File: src/rtl/uart_program_loader.sv
// uart_program_loader
//
// Receives a program image over an 8N1 UART line and writes it into the
// integrated computer's instruction memory. After the trailing checksum
// matches, the computer is released from reset and enabled.
//
// Frame: HEADER, count N (0 means 128 words), 4*N instruction bytes with
// each word sent MSB first, then one checksum byte equal to the XOR of all
// instruction bytes.
//
// Ports:
//   clk            system clock
//   rst            asynchronous active-high reset
//   rx             UART receive line (idles high, asynchronous to clk)
//   comp_rst       computer reset, active-low (0 = held in reset)
//   comp_en        computer enable, active-low (0 = running)
//   wr_instr_en    one-cycle instruction-memory write strobe
//   wr_instr_addr  instruction-memory word address
//   wr_instr       instruction word to write
//   busy           load in progress (COUNT, LOAD, CHECK)
//   done           computer released (RUN)
//   error          last load failed (ERROR)
//   words_loaded   words written in the current or last load (0..128)

module uart_program_loader #(
  parameter int unsigned CLKS_PER_BIT = 434,
  parameter logic [7:0]  HEADER       = 8'hA5
) (
  input  logic        clk,
  input  logic        rst,
  input  logic        rx,
  output logic        comp_rst,
  output logic        comp_en,
  output logic        wr_instr_en,
  output logic [6:0]  wr_instr_addr,
  output logic [31:0] wr_instr,
  output logic        busy,
  output logic        done,
  output logic        error,
  output logic [7:0]  words_loaded
);

  localparam int unsigned CNT_W = $clog2(CLKS_PER_BIT + 1);
  localparam logic [CNT_W-1:0] CNT_ZERO  = CNT_W'(1'b0);
  localparam logic [CNT_W-1:0] CNT_ONE   = CNT_W'(1'b1);
  localparam logic [CNT_W-1:0] BIT_LAST  = CNT_W'(CLKS_PER_BIT - 1);
  localparam logic [CNT_W-1:0] HALF_LAST = CNT_W'((CLKS_PER_BIT / 2) - 1);

  typedef enum logic [1:0] {
    RX_IDLE,
    RX_START,
    RX_DATA,
    RX_STOP
  } rx_state_t;

  typedef enum logic [2:0] {
    S_IDLE,
    S_COUNT,
    S_LOAD,
    S_CHECK,
    S_RUN,
    S_ERROR
  } state_t;

  // Running XOR checksum over instruction bytes.
  function automatic logic [7:0] csum_update(input logic [7:0] acc, input logic [7:0] b);
    return acc ^ b;
  endfunction

  logic             rx_meta_r;
  logic             rx_sync_r;
  rx_state_t        rx_state_r;
  logic [CNT_W-1:0] bit_cnt_r;
  logic [2:0]       bit_idx_r;
  logic [7:0]       shift_r;
  logic [7:0]       rx_byte_r;
  logic             byte_valid_r;
  logic             frame_err_r;

  state_t           state_r;
  state_t           state_next_s;
  logic [7:0]       word_total_r;
  logic [1:0]       byte_cnt_r;
  logic [23:0]      asm_r;
  logic [7:0]       csum_r;
  logic [7:0]       words_next_s;
  logic             last_word_s;

  // Two-flop synchronizer for the asynchronous rx line; resets to idle-high.
  always_ff @(posedge clk or posedge rst) begin
    if (rst) begin
      rx_meta_r <= 1'b1;
      rx_sync_r <= 1'b1;
    end else begin
      rx_meta_r <= rx;
      rx_sync_r <= rx_meta_r;
    end
  end

  // UART byte receiver: half-bit start validation, then mid-bit sampling.
  always_ff @(posedge clk or posedge rst) begin
    if (rst) begin
      rx_state_r   <= RX_IDLE;
      bit_cnt_r    <= CNT_ZERO;
      bit_idx_r    <= 3'd0;
      shift_r      <= 8'h00;
      rx_byte_r    <= 8'h00;
      byte_valid_r <= 1'b0;
      frame_err_r  <= 1'b0;
    end else begin
      byte_valid_r <= 1'b0;
      frame_err_r  <= 1'b0;
      case (rx_state_r)
        RX_IDLE: begin
          bit_cnt_r <= CNT_ZERO;
          if (!rx_sync_r) begin
            rx_state_r <= RX_START;
          end else begin
            rx_state_r <= RX_IDLE;
          end
        end
        RX_START: begin
          if (bit_cnt_r == HALF_LAST) begin
            bit_cnt_r <= CNT_ZERO;
            bit_idx_r <= 3'd0;
            // Line back high at mid-start means it was a glitch.
            if (rx_sync_r) begin
              rx_state_r <= RX_IDLE;
            end else begin
              rx_state_r <= RX_DATA;
            end
          end else begin
            bit_cnt_r <= bit_cnt_r + CNT_ONE;
          end
        end
        RX_DATA: begin
          if (bit_cnt_r == BIT_LAST) begin
            bit_cnt_r <= CNT_ZERO;
            shift_r   <= {rx_sync_r, shift_r[7:1]};
            if (bit_idx_r == 3'd7) begin
              rx_state_r <= RX_STOP;
            end else begin
              bit_idx_r <= bit_idx_r + 3'd1;
            end
          end else begin
            bit_cnt_r <= bit_cnt_r + CNT_ONE;
          end
        end
        RX_STOP: begin
          if (bit_cnt_r == BIT_LAST) begin
            bit_cnt_r  <= CNT_ZERO;
            rx_state_r <= RX_IDLE;
            if (rx_sync_r) begin
              byte_valid_r <= 1'b1;
              rx_byte_r    <= shift_r;
            end else begin
              frame_err_r <= 1'b1;
            end
          end else begin
            bit_cnt_r <= bit_cnt_r + CNT_ONE;
          end
        end
        default: begin
          rx_state_r <= RX_IDLE;
          bit_cnt_r  <= CNT_ZERO;
        end
      endcase
    end
  end

  // Word-completion helpers for the loader FSM.
  always_comb begin
    words_next_s = words_loaded + 8'd1;
    if (words_next_s == word_total_r) begin
      last_word_s = 1'b1;
    end else begin
      last_word_s = 1'b0;
    end
  end

  // Loader next-state logic, driven by received bytes and framing errors.
  always_comb begin
    state_next_s = state_r;
    case (state_r)
      S_IDLE, S_RUN, S_ERROR: begin
        if (byte_valid_r && (rx_byte_r == HEADER)) begin
          state_next_s = S_COUNT;
        end else begin
          state_next_s = state_r;
        end
      end
      S_COUNT: begin
        if (frame_err_r) begin
          state_next_s = S_ERROR;
        end else if (byte_valid_r) begin
          state_next_s = S_LOAD;
        end else begin
          state_next_s = state_r;
        end
      end
      S_LOAD: begin
        if (frame_err_r) begin
          state_next_s = S_ERROR;
        end else if (byte_valid_r && (byte_cnt_r == 2'd3) && last_word_s) begin
          state_next_s = S_CHECK;
        end else begin
          state_next_s = state_r;
        end
      end
      S_CHECK: begin
        if (frame_err_r) begin
          state_next_s = S_ERROR;
        end else if (byte_valid_r) begin
          if (rx_byte_r == csum_r) begin
            state_next_s = S_RUN;
          end else begin
            state_next_s = S_ERROR;
          end
        end else begin
          state_next_s = state_r;
        end
      end
      default: begin
        state_next_s = S_IDLE;
      end
    endcase
  end

  // Loader state, datapath and registered outputs decoded from the next state.
  always_ff @(posedge clk or posedge rst) begin
    if (rst) begin
      state_r       <= S_IDLE;
      word_total_r  <= 8'd0;
      byte_cnt_r    <= 2'd0;
      asm_r         <= 24'h000000;
      csum_r        <= 8'h00;
      comp_rst      <= 1'b0;
      comp_en       <= 1'b1;
      wr_instr_en   <= 1'b0;
      wr_instr_addr <= 7'd0;
      wr_instr      <= 32'h00000000;
      busy          <= 1'b0;
      done          <= 1'b0;
      error         <= 1'b0;
      words_loaded  <= 8'd0;
    end else begin
      state_r     <= state_next_s;
      wr_instr_en <= 1'b0;

      // Outputs follow the state being entered so they change with it.
      comp_rst <= (state_next_s == S_RUN);
      comp_en  <= (state_next_s != S_RUN);
      busy     <= (state_next_s == S_COUNT) || (state_next_s == S_LOAD) ||
                  (state_next_s == S_CHECK);
      done     <= (state_next_s == S_RUN);
      error    <= (state_next_s == S_ERROR);

      // A HEADER starts a fresh load.
      if ((state_next_s == S_COUNT) && (state_r != S_COUNT)) begin
        words_loaded <= 8'd0;
        csum_r       <= 8'h00;
        byte_cnt_r   <= 2'd0;
      end

      if (byte_valid_r && (state_r == S_COUNT)) begin
        word_total_r <= (rx_byte_r == 8'h00) ? 8'd128 : rx_byte_r;
      end

      if (byte_valid_r && (state_r == S_LOAD)) begin
        asm_r      <= {asm_r[15:0], rx_byte_r};
        csum_r     <= csum_update(csum_r, rx_byte_r);
        byte_cnt_r <= byte_cnt_r + 2'd1;
        // Fourth byte of a word: memory is written now, before the
        // checksum is known; the computer stays in reset until it is.
        if (byte_cnt_r == 2'd3) begin
          wr_instr_en   <= 1'b1;
          wr_instr_addr <= words_loaded[6:0];
          wr_instr      <= {asm_r, rx_byte_r};
          words_loaded  <= words_next_s;
        end
      end
    end
  end

endmodule

File: config.mk
export PLATFORM = sky130hd
export DESIGN_NAME = uart_program_loader
export DESIGN_NICKNAME = d
export VERILOG_FILES = /design/src/rtl/uart_program_loader.sv
export SDC_FILE = /design/constraint.sdc
export NUM_CORES = 1
export LEC_CHECK = 0
export ABC_AREA = 1
export CORE_MARGIN = 2
export CORE_UTILIZATION = 44
export CTS_CLUSTER_SIZE = 12
export DETAILED_ROUTE_END_ITERATION = 10
export GPL_ROUTABILITY_DRIVEN = 0
export SETUP_SLACK_MARGIN = 0.4
export SLEW_MARGIN = 0
export SYNTH_ARGS = -nofsm -noshare
export SYNTH_HDL_FRONTEND = slang
export SYNTH_SLANG_ARGS = --single-unit
File: constraint.sdc
create_clock -name clk -period 11.4 [get_ports clk]
set_input_delay 1.14 -clock clk [delete_from_list [all_inputs] [get_ports clk]]
set_output_delay 1.14 -clock clk [all_outputs]
set_load 0.01 [all_outputs]
==> qor.yml, run 1 <==
status: "finished, final reports clean"
whs_ps: 356.3
via_count: 4220
worst_pin_slew_ps: 968.5
drc: 0
cell_internal_pwr_uw: 810.0
cp_num_buf_inv: 1
drv_slew: 0
grt_pass1_wl_um: 20590
start_util: 0.4520
ir_drop_mv: 0.07630
clk_pin_slew_worst_paths_ps: 50
drt_iter0_markers: 302
hold_viol: 0
cp.arrival_ps: 1520
place_hpwl_um: 7887
crit_fanout: 9
async_reset_ff_frac: 1.000
max_stage_delay_ps: 600
hold_path_class: "reg -> reg"
seq_area_frac_synth: 0.5753
grt_max_degree: 83
grtUsageTotal: 0.1859
setup_tns_ps: 0
die_w_um: 117.9
first_pass_iters: 4
drive_gt1_frac: 0.1044
core_area_um2: 12620
avgSynthCellArea_um2: 9.083
start_kind: "flip-flop"
root_buffer: "clkbuf_16"
slowest_stage: "clkdlybuf4s50_1"
clock_sinks: 131
fp.dieH_um: 117.9
dp_cells: 839
layout-area-overhead-vs-synth_pct: 22.57
drv_cap: 0
yosys_warnings: 0
h-tree-depth: 4
worst_skew_pair.late_latency_ps: 420
rsz0062_at_grt: "false"
route.antenna.remaining_nets: 0
pwr-share-seq: 0.461
synth_cell_types: 41
dieArea_um2: 13890
syn_nets: 638
post_drt_wl_per_cell_um: 13.42
antenna_found_initial: 0
worstSetupPathType: "reg -> out"
setup_viol: 0
critPathTopFamily: "buffers and inverters"
synth_edf_count: 0
postCtsSetupBuffers: 0
cp_data_required_time_ps: 10260
grt_overflow: 0
relSlewSlack: 0.3520
first_global_vias: 4254
synthCells: 628
instances_no_fill: 871
crit_chain: "clkdlybuf4s50_1"
postSynth.topFlopCell: "dfrtp_1"
numCtsBuffers: 17
post-place-ws_ps: 8253
pwr_density_cell_nw_per_um2: 144.7
switchingPower_uw: 201.6
ys_ff_latch: 131
io_buffers: 55
nets: 696
num-fill-cells: 1187
ctsHoldBuffers: 0
clk_path_buf_depth: 2
syn_area_um2: 5704
skew_ps: 7.048
fin_util: 0.5540
p_leak_nw: 3.211
fin_crit_ps: 2657
antenna_cells: 0
wl_um: 11690
setup_ws_ps: 8743
cts_tree: "built"
switching_share: 0.1993
io_pins: 56
crit_path_end_kind: "primary output"
num_rows: 41
clkPwrFrac: 0.529
finalCritPeriodShare: 0.2331
vias_per_cell: 4.845
cts_resized: 0
fmax_ghz: 0.3763
pwr-share-comb: 0.010
[power groups by stage]
stage	combinational (mW)	clock, mW	sequential [mW]
detailed placement	0.0108	0	0.474
global route	0.0121	0.570	0.466
CTS	0.0108	0.549	0.466
floorplan	0.00687	0	0.474
global placement	0.0106	0	0.474
finish	0.00989	0.535	0.466
[placed cells by master, fill, tap and decap left out, types with 3 or more instances in the layout]
cell	netlist	layout
buf_4	2	3
xor2_1	4	4
nand3b_1	3	3
clkinvlp_4	0	3
o21ai_0	86	86
clkbuf_8	0	4
mux2_2	7	7
a21oi_1	7	7
nand4_1	5	5
inv_1	73	72
clkbuf_16	0	17
xnor2_1	5	5
ha_1	7	7
nand3_2	11	11
dfstp_2	3	3
clkdlybuf4s50_1	0	55
nand2_2	3	3
clkinv_2	0	4
nand2_1	172	172
nor2_1	29	28
nand3_1	28	28
dfrtp_1	128	128
nor3_1	9	9
nor2_2	4	5
[worst paths after layout]
| check | from | to | slack, ps | cells past startpoint |
|---|---|---|---|---|
| worst max-delay path | words_loaded[3]$_DFF_PP0_ | words_loaded[3] | 8740 | 1 |
| worst min-delay path | rx_meta_r$_DFF_PP1_ | rx_sync_r$_DFF_PP1_ | 360 | 0 |
| worst max register to register | state_r[2]$_DFF_PP0_ | wr_instr_addr[0]$_DFFE_PP0P_ | 8900 | 8 |
| worst min register to register | rx_meta_r$_DFF_PP1_ | rx_sync_r$_DFF_PP1_ | 360 | 0 |
| max in group asynchronous | rst | word_total_r[0]$_DFFE_PP0P_ | 8780 | 3 |
| min in group asynchronous | rst | wr_instr[11]$_DFFE_PP0P_ | 1200 | 2 |
[per-stage QoR]
step,area [µm²],power (mW)
finish,6992,1.012
global route,6992,1.048
CTS,6992,1.026
detailed placement,6401,0.4851
global placement,6401,0.4849
floorplan,5704,0.4812
[cell usage after synthesis (2+ instances only)]
| cell type | instances | area (µm²) |
|---|---|---|
| nor2_1 | 29 | 108.9 |
| buf_4 | 2 | 15.01 |
| buf_2 | 2 | 10.01 |
| or2_2 | 2 | 12.51 |
| mux2_2 | 7 | 78.83 |
| or2_1 | 2 | 12.51 |
| nor3_1 | 9 | 45.04 |
| nand3_2 | 11 | 110.1 |
| nand3_1 | 28 | 140.1 |
| nand4_1 | 5 | 31.28 |
| dfrtp_1 | 128 | 3203 |
| nand2_2 | 3 | 18.77 |
| o21ai_1 | 2 | 10.01 |
| nor2_2 | 4 | 25.02 |
| buf_6 | 2 | 22.52 |
| nand3b_1 | 3 | 22.52 |
| inv_2 | 2 | 7.510 |
| ha_1 | 7 | 87.58 |
| inv_1 | 73 | 274.0 |
| clkbuf_1 | 13 | 48.80 |
| nor2_4 | 2 | 22.52 |
| xnor2_1 | 5 | 43.79 |
| nor4_1 | 2 | 12.51 |
| o21ai_0 | 86 | 430.4 |
| xor2_1 | 4 | 35.03 |
| dfstp_2 | 3 | 78.83 |
| a21oi_1 | 7 | 35.03 |
| nand2_1 | 172 | 645.6 |
[worst reg2reg max path, cell delays in order (launching register included)]
cell     delay (ps)
dfrtp_1         460
nor3_4          290
inv_1           120
nor2_1          750
inv_2            30
buf_4           370
nor2_1          210
inv_1            70
o21a_1          100
[cell type report]
cell class	instances	area, µm²	area share
clock buffers	23	488.0	0.06979
clock inverters	9	102.6	0.01467
inverters	76	287.8	0.04116
multi-input cells	402	2043	0.2922
flip-flops and latches	131	3282	0.4694
well taps	172	215.2	0.03078
repair buffers	58	573.1	0.08196
[sequential cells by signal, summed over array words and instances, names as in the netlist, 2 cells and up, named ones only]
register and cells:
words_loaded 8, shift_r 8, state_r 3, rx_byte_r 8, byte_cnt_r 2, bit_idx_r 3, csum_r 8, word_total_r 8
wr_instr 32, bit_cnt_r 9, wr_instr_addr 7, asm_r 24
[kinds of logic after synthesis]
| logic type | share of synthesized area |
|---|---|
| and+or+nand+nor | 0.2261 |
| muxes | 0.01382 |
| xor gates and xnor gates | 0.01382 |
| adders and majority gates | 0.01535 |
| buffers and inverters | 0.06690 |
| DFF | 0.5753 |
| AOI/OAI and AO/OA | 0.08862 |
[routing by layer]
layer,vias up,part of all wire,global-route usage
met5,-,0,0
met4,0,0.024,0.09111
met3,22,0.034,0.04360
li1,2129,-,-
met1,1993,0.47,0.2468
met2,76,0.47,0.2874
Note: power is estimated with default switching activity, not from simulation.
==> inputs of run 2 (changes only) <==
Settings changed: PLACE_DENSITY set to 0.67.
Clock period 11.4 ns to 2.36 ns, I/O delays scaled along.
==> qor.yml, run 2 (synthesis gave the netlist of run 1 again) <==
highest_layer: "met4"
worst_pin_slew_ps: 691.3  # -277.2 ps
grt_max_degree: 132  # +59%
final_common_cell: "nand2_1"
cp_num_buf_inv: 2  # +1
hold_start: "rx"
slowest_stage: "dfrtp_1"
ctsHoldBuffers: 0  # unchanged
drc: 0  # unchanged
clk_pin_slew_worst_paths_ps: 60  # about the same
layout-area-overhead-vs-synth_pct: 25.51
drv_cap: 0  # unchanged
finalCritPeriodShare: 0.8330
p_leak_nw: 3.279  # +2.1%
hold_viol: 0  # unchanged
start_util: 0.4520  # unchanged
pwr_density_cell_nw_per_um2: 685.8  # +370%
largest_reg_flops: 32  # unchanged
whs_endpoint: "rx_meta_r$_DFF_PP1_"
hold_depth: 1  # +1
via_count: 4305  # +2.0%
r2r_start: "words_loaded[0]$_DFF_PP0_"
worst_skew_pair.late_latency_ps: 420  # about the same
reg2reg_depth: 15  # +7
grt_overflow: 0  # unchanged
io_pins: 56  # unchanged
num_rows: 41  # unchanged
r2r-end: "words_loaded[2]$_DFF_PP0_"
clkPwrFrac: 0.531  # +0.002
crit_fanout: 18  # +9
cpMostUsedCell: "nand2_1"
drt_iter0_markers: 311  # +3.0%
setup_viol: 0  # unchanged
worstSetupPathType: "reg -> reg"
clock_sinks: 131  # unchanged
drv_slew: 0  # unchanged
antenna_found_initial: 0  # unchanged
fmax_ghz: 0.5087
h-tree-depth: 4  # unchanged
vias_per_cell: 4.881  # +0.74%
ir_drop_mv: 0.3278  # +330%
antenna_cells: 0  # unchanged
switchingPower_mw: 1.012  # +400%
start_kind: "flip-flop"
pwr-share-seq: 0.459  # -0.002
core_area_um2: 12620  # unchanged
grt_pass1_wl_um: 19060  # -7.4%
m1WireLength_um: 5357  # -2.1%
fin_util: 0.5673  # +0.01329
fin_crit_ps: 1966
dr_wl_met3_um: 415  # +4.5%
root_buffer: "clkbuf_16"
io_buffers: 55  # unchanged
numCtsBuffers: 17  # unchanged
wl_um: 11330  # -3.1%
switching_share: 0.2060  # +0.006786
cts_tree: "built"
hold_path_class: "in -> reg"
first_global_vias: 4109  # -3.4%
cp.arrival_ps: 2270  # +750 ps
crit_path_end_kind: "flip-flop"
nets: 707  # +1.6%
path_depth: 15  # +14
route.antenna.remaining_nets: 0  # unchanged
first_pass_iters: 5  # +1
regMostFlops: "wr_instr"
skew_ps: 5.309  # -1.739 ps
die_w_um: 117.9  # unchanged
max_stage_delay_ps: 380  # -220 ps
routed-wl-met2_um: 5301  # -4.2%
setup_tns_ps: 0  # unchanged
relSlewSlack: 0.5392  # +0.1872
grtUsageTotal: 0.1712  # -0.01473
crit_chain: "buf_4, nand2_2, o21ai_1, nand2_1, nand2_1, nand3_1, nor2_2, nand3_1, nand2_1, nand2_2, nand2_4, nand3_4, buf_12, nand3_1, nand2_1"
place_hpwl_um: 7611  # -3.5%
cp_data_required_time_ps: 2670  # -7590 ps
biggestRegsByFlops: "wr_instr (32), asm_r (24), bit_cnt_r (9)"
dieArea_um2: 13890  # unchanged
drive_gt1_frac: 0.1366  # +0.03218
status: "finished, final reports clean"
pwr-share-comb: 0.010  # about the same
layout.cells.most_common_list: "nand2_1, dfrtp_1, o21ai_0"
clk_path_buf_depth: 2  # unchanged
cell_internal_pwr_mw: 3.898  # +380%
post_drt_wl_per_cell_um: 12.85  # -4.3%
critPathTopFamily: "simple AND/OR/NAND/NOR gates"
rsz0062_at_grt: "true"
r2r_slack_ps: 390  # -8510 ps
fp.dieH_um: 117.9  # unchanged
==> run 2: changes by cell type in the layout (fill, tap and decap cells not counted), sizes merged <==
cell / previous run / this run
inv: 75 / 77
clkinv: 5 / 3
clkbuf: 23 / 21
clkinvlp: 3 / 5
buf: 3 / 14
==> run 2: how the worst max path moves through the flow <==
stage / start / slack [ps] / endpoint
3_3_place_gp: words_loaded[1]$_DFF_PP0_ / 260 / words_loaded[3]$_DFF_PP0_
5_1_grt: words_loaded[1]$_DFF_PP0_ / 210 / words_loaded[2]$_DFF_PP0_
2_1_floorplan: words_loaded[0]$_DFF_PP0_ / 380 / words_loaded[6]$_DFF_PP0_
3_5_place_dp: words_loaded[1]$_DFF_PP0_ / 210 / words_loaded[4]$_DFF_PP0_
6_report: words_loaded[0]$_DFF_PP0_ / 390 / words_loaded[2]$_DFF_PP0_
4_1_cts: words_loaded[1]$_DFF_PP0_ / 350 / words_loaded[5]$_DFF_PP0_
==> run 2: layer usage <==
metal | vias to the layer above | track usage
li1 | 2155 | -
met1 | 2056 | 0.2224
met2 | 76 | 0.2645
met3 | 18 | 0.04990
met4 | 0 | 0.08057
met5 | - | 0
==> run 2: timing repair <==
action / 4_1_cts / 5_1_grt
buffers inserted: 3 / 3
pin swaps: 2 / 4
endpoints found under the setup margin: 21 / 48
gates resized for setup: 4 / 15
==> run 2: final cells by class <==
cell class / instances / area [µm²]
flip-flops and latches: 131 / 3284
well taps: 172 / 215.2
multi-input cells: 402 / 2088
clock buffers: 21 / 470.5
repair buffers: 69 / 680.7
inverters: 76 / 294.0
clock inverters: 11 / 126.4
fillers: 1135 / 5460
==> run 2: worst reg2reg max path: cells and delay by family (launching register included) <==
kind | cells | cell delay [ps]
AO/OA/AOI/OAI | 1 | 240
flip-flops | 1 | 380
buffers and inverters | 2 | 320
AND/OR/NAND/NOR | 12 | 910
==> run 2: power groups by stage <==
stage	Combinational [mW]	Sequential (mW)	Clock [mW]
2_1_floorplan	0.0337	2.29	0
3_3_place_gp	0.0527	2.29	0
3_5_place_dp	0.0537	2.29	0
4_1_cts	0.0537	2.25	2.66
5_1_grt	0.0598	2.25	2.76
6_report	0.0498	2.25	2.61
==> run 2: metrics by stage <==
step | instances | setup WS [ps] | instance area [µm²] | total power [mW] | hold WS, ps
after floorplan | 628 | 378.4 | 5708 | 2.325 | 240.5
after global placement | 844 | 261.4 | 6452 | 2.344 | 346.9
after detailed placement | 844 | 214.1 | 6452 | 2.345 | 350.4
after CTS | 879 | 351.0 | 7089 | 4.965 | 217.4
after global routing | 882 | 211.7 | 7159 | 5.070 | 231.8
final | 882 | 394.2 | 7159 | 4.910 | 228.3
==> inputs of run 3 (changes only) <==
Settings changed: PLACE_DENSITY 0.67 to unset.
Clock period 2.36 ns to 1.95 ns, I/O delays scaled along.
==> qor.yml, run 3 (synthesis gave the netlist of run 1 again) <==
skew_ps: 6.442  # +1.133 ps
drive_gt1_frac: 0.4384  # +0.3018
post_drt_wl_per_cell_um: 15.96  # +24%
wl_um: 15310  # +35%
clk_path_buf_depth: 2  # unchanged
stdcell_area_um2: 9000  # +26%
antenna_cells: 0  # unchanged
finalCritPeriodShare: 0.9967  # +0.1638
cts_tree: "built"
nets: 784  # +11%
io_pins: 56  # unchanged
ctsHoldBuffers: 0  # unchanged
regMostFlops: "wr_instr"
route.antenna.remaining_nets: 0  # unchanged
die_w_um: 117.9  # unchanged
fp.dieH_um: 117.9  # unchanged
slowest_stage: "dfrtp_2"
root_buffer: "clkbuf_16"
crit_fanout: 18  # unchanged
start_kind: "flip-flop"
core_area_um2: 12620  # unchanged
drv_cap: 0  # unchanged
start_util: 0.4520  # unchanged
antenna_found_initial: 0  # unchanged
drc: 0  # unchanged
grt_overflow: 0  # unchanged
rsz0062_at_grt: "true"
via_count: 4848  # +13%
fin_crit_ps: 1944  # -22.20 ps
cp_data_required_time_ps: 2260  # -410 ps
grtUsageTotal: 0.1879  # +0.01677
worstSetupPathType: "reg -> reg"
first_pass_iters: 4  # -1
place_area_um2: 6718  # +4.1%
status: "finished, final reports clean"
final_common_cell: "dfrtp_1"
numCtsBuffers: 17  # unchanged
first_global_vias: 4345  # +5.7%
layout.cells.most_common_list: "dfrtp_1, nand2_1, inv_1"
grt_pass1_wl_um: 20980  # +10%
num-fill-cells: 909  # -20%
worst_pin_slew_ps: 534.0  # -157.3 ps
layout-area-overhead-vs-synth_pct: 57.78
ir_drop_mv: 0.5833  # +78%
finalPower_mw: 5.867  # +20%
num_rows: 41  # unchanged
crit_path_end_kind: "flip-flop"
vias_per_cell: 5.055  # +3.6%
h-tree-depth: 4  # unchanged
drt_iter0_markers: 278  # -11%
clk_pin_slew_worst_paths_ps: 60  # about the same
hold_path_class: "in -> async"
cpMostUsedCell: "nand2_1"
fmax_ghz: 0.5145  # +1.1%
max_stage_delay_ps: 430  # +50 ps
dieArea_um2: 13890  # unchanged
setup_viol: 0  # unchanged
largest_reg_flops: 32  # unchanged
clock_sinks: 131  # unchanged
biggestRegsByFlops: "wr_instr (32), asm_r (24), bit_cnt_r (9)"
place_hpwl_um: 7974  # +4.8%
io_buffers: 55  # unchanged
worst_skew_pair.late_latency_ps: 420  # about the same
reg2reg_depth: 16  # +1
crit_chain: "ha_4, nand2_1, nand2_1, nor2_1, nand2_1, nor2_1, nand3_1, nor2_2, nand3_2, nand2_2, nand2_2, nand2_4, nand3_4, buf_12, nand3_2, nand2_1"
p_leak_nw: 4.651  # +42%
drv_slew: 0  # unchanged
grt_max_degree: 50  # -62%
cp.arrival_ps: 2250  # -20 ps
relSlewSlack: 0.6433  # +0.1041
pwr_density_cell_nw_per_um2: 651.9  # -4.9%
hold_viol: 0  # unchanged
==> run 3: cell count changes in the layout (fill, tap and decap cells not counted), sizes merged <==
cell           delta
clkinvlp          +2
clkdlybuf4s50    -29
inv               -5
buf              +65
clkinv            +8
clkbuf            +6
dlymetal6s2s     +20
nand2             +1
dlygate4sd2       +9
==> run 3: timing repair <==
action                     in CTS  in global routing
setup endpoints to repair     123                124
pin swaps                      13                 22
gates resized for setup        77                298
setup buffers                  28                 15
gates cloned                    4                 16
==> run 3: power by group <==
part	total [mW]	internal [mW]	switching, mW
Sequential	2.72	2.72	0.00137
Combinational	0.0703	0.0136	0.0567
Clock	3.07	1.87	1.20
==> run 3: layout make-up <==
cell class / instances / area [µm²] / share of cell area
Sequential cell: 131 / 3292 / 0.3658
Multi-Input combinational cell: 403 / 2910 / 0.3234
Timing Repair Buffer: 143 / 1679 / 0.1866
Clock buffer: 18 / 429.2 / 0.04769
Inverter: 76 / 314.1 / 0.03490
Tap cell: 172 / 215.2 / 0.02391
Clock inverter: 14 / 138.9 / 0.01543
Timing Repair inverter: 2 / 21.27 / 0.002363
==> run 3: through the flow <==
stage               setup slack [ps]  cells  hold slack (ps)  setup TNS (ps)    util
finish                         6.387    959            168.6               0  0.7132
global route                  -232.0    959            175.3           -4074  0.7132
CTS                            15.31    928            161.7               0  0.6143
detailed placement            -15.56    864            347.6          -67.86  0.5323
global placement               20.25    864            346.9               0  0.5323
floorplan                     -5.978    628            199.5          -11.96       -
==> run 3: layer usage <==
layer	track usage	vias up	routed length, µm	share of wire
met5	0	-	0	0
met4	0.08358	0	279	0.018
met3	0.04312	24	450	0.029
met2	0.2972	96	7738	0.51
met1	0.2481	2400	6838	0.45
li1	-	2328	-	-
==> run 3: final timing paths <==
path,startpoint,end,slack (ps)
min,rst,asm_r[3]$_DFFE_PP0P_,170
min in group clk,rx,rx_meta_r$_DFF_PP1_,180
min reg2reg,rx_meta_r$_DFF_PP1_,rx_sync_r$_DFF_PP1_,360
max,words_loaded[1]$_DFF_PP0_,words_loaded[0]$_DFF_PP0_,6
max in group asynchronous,rst,wr_instr[28]$_DFFE_PP0P_,1090
max reg2reg,words_loaded[1]$_DFF_PP0_,words_loaded[0]$_DFF_PP0_,6
==> run 3: worst max-delay path, delay by kind of cell (launching register included) <==
| family | cells | cell delay (ps) |
|---|---|---|
| flops | 1 | 430 |
| simple gates | 14 | 950 |
| buf+inv | 1 | 170 |
| fa+ha+maj | 1 | 250 |
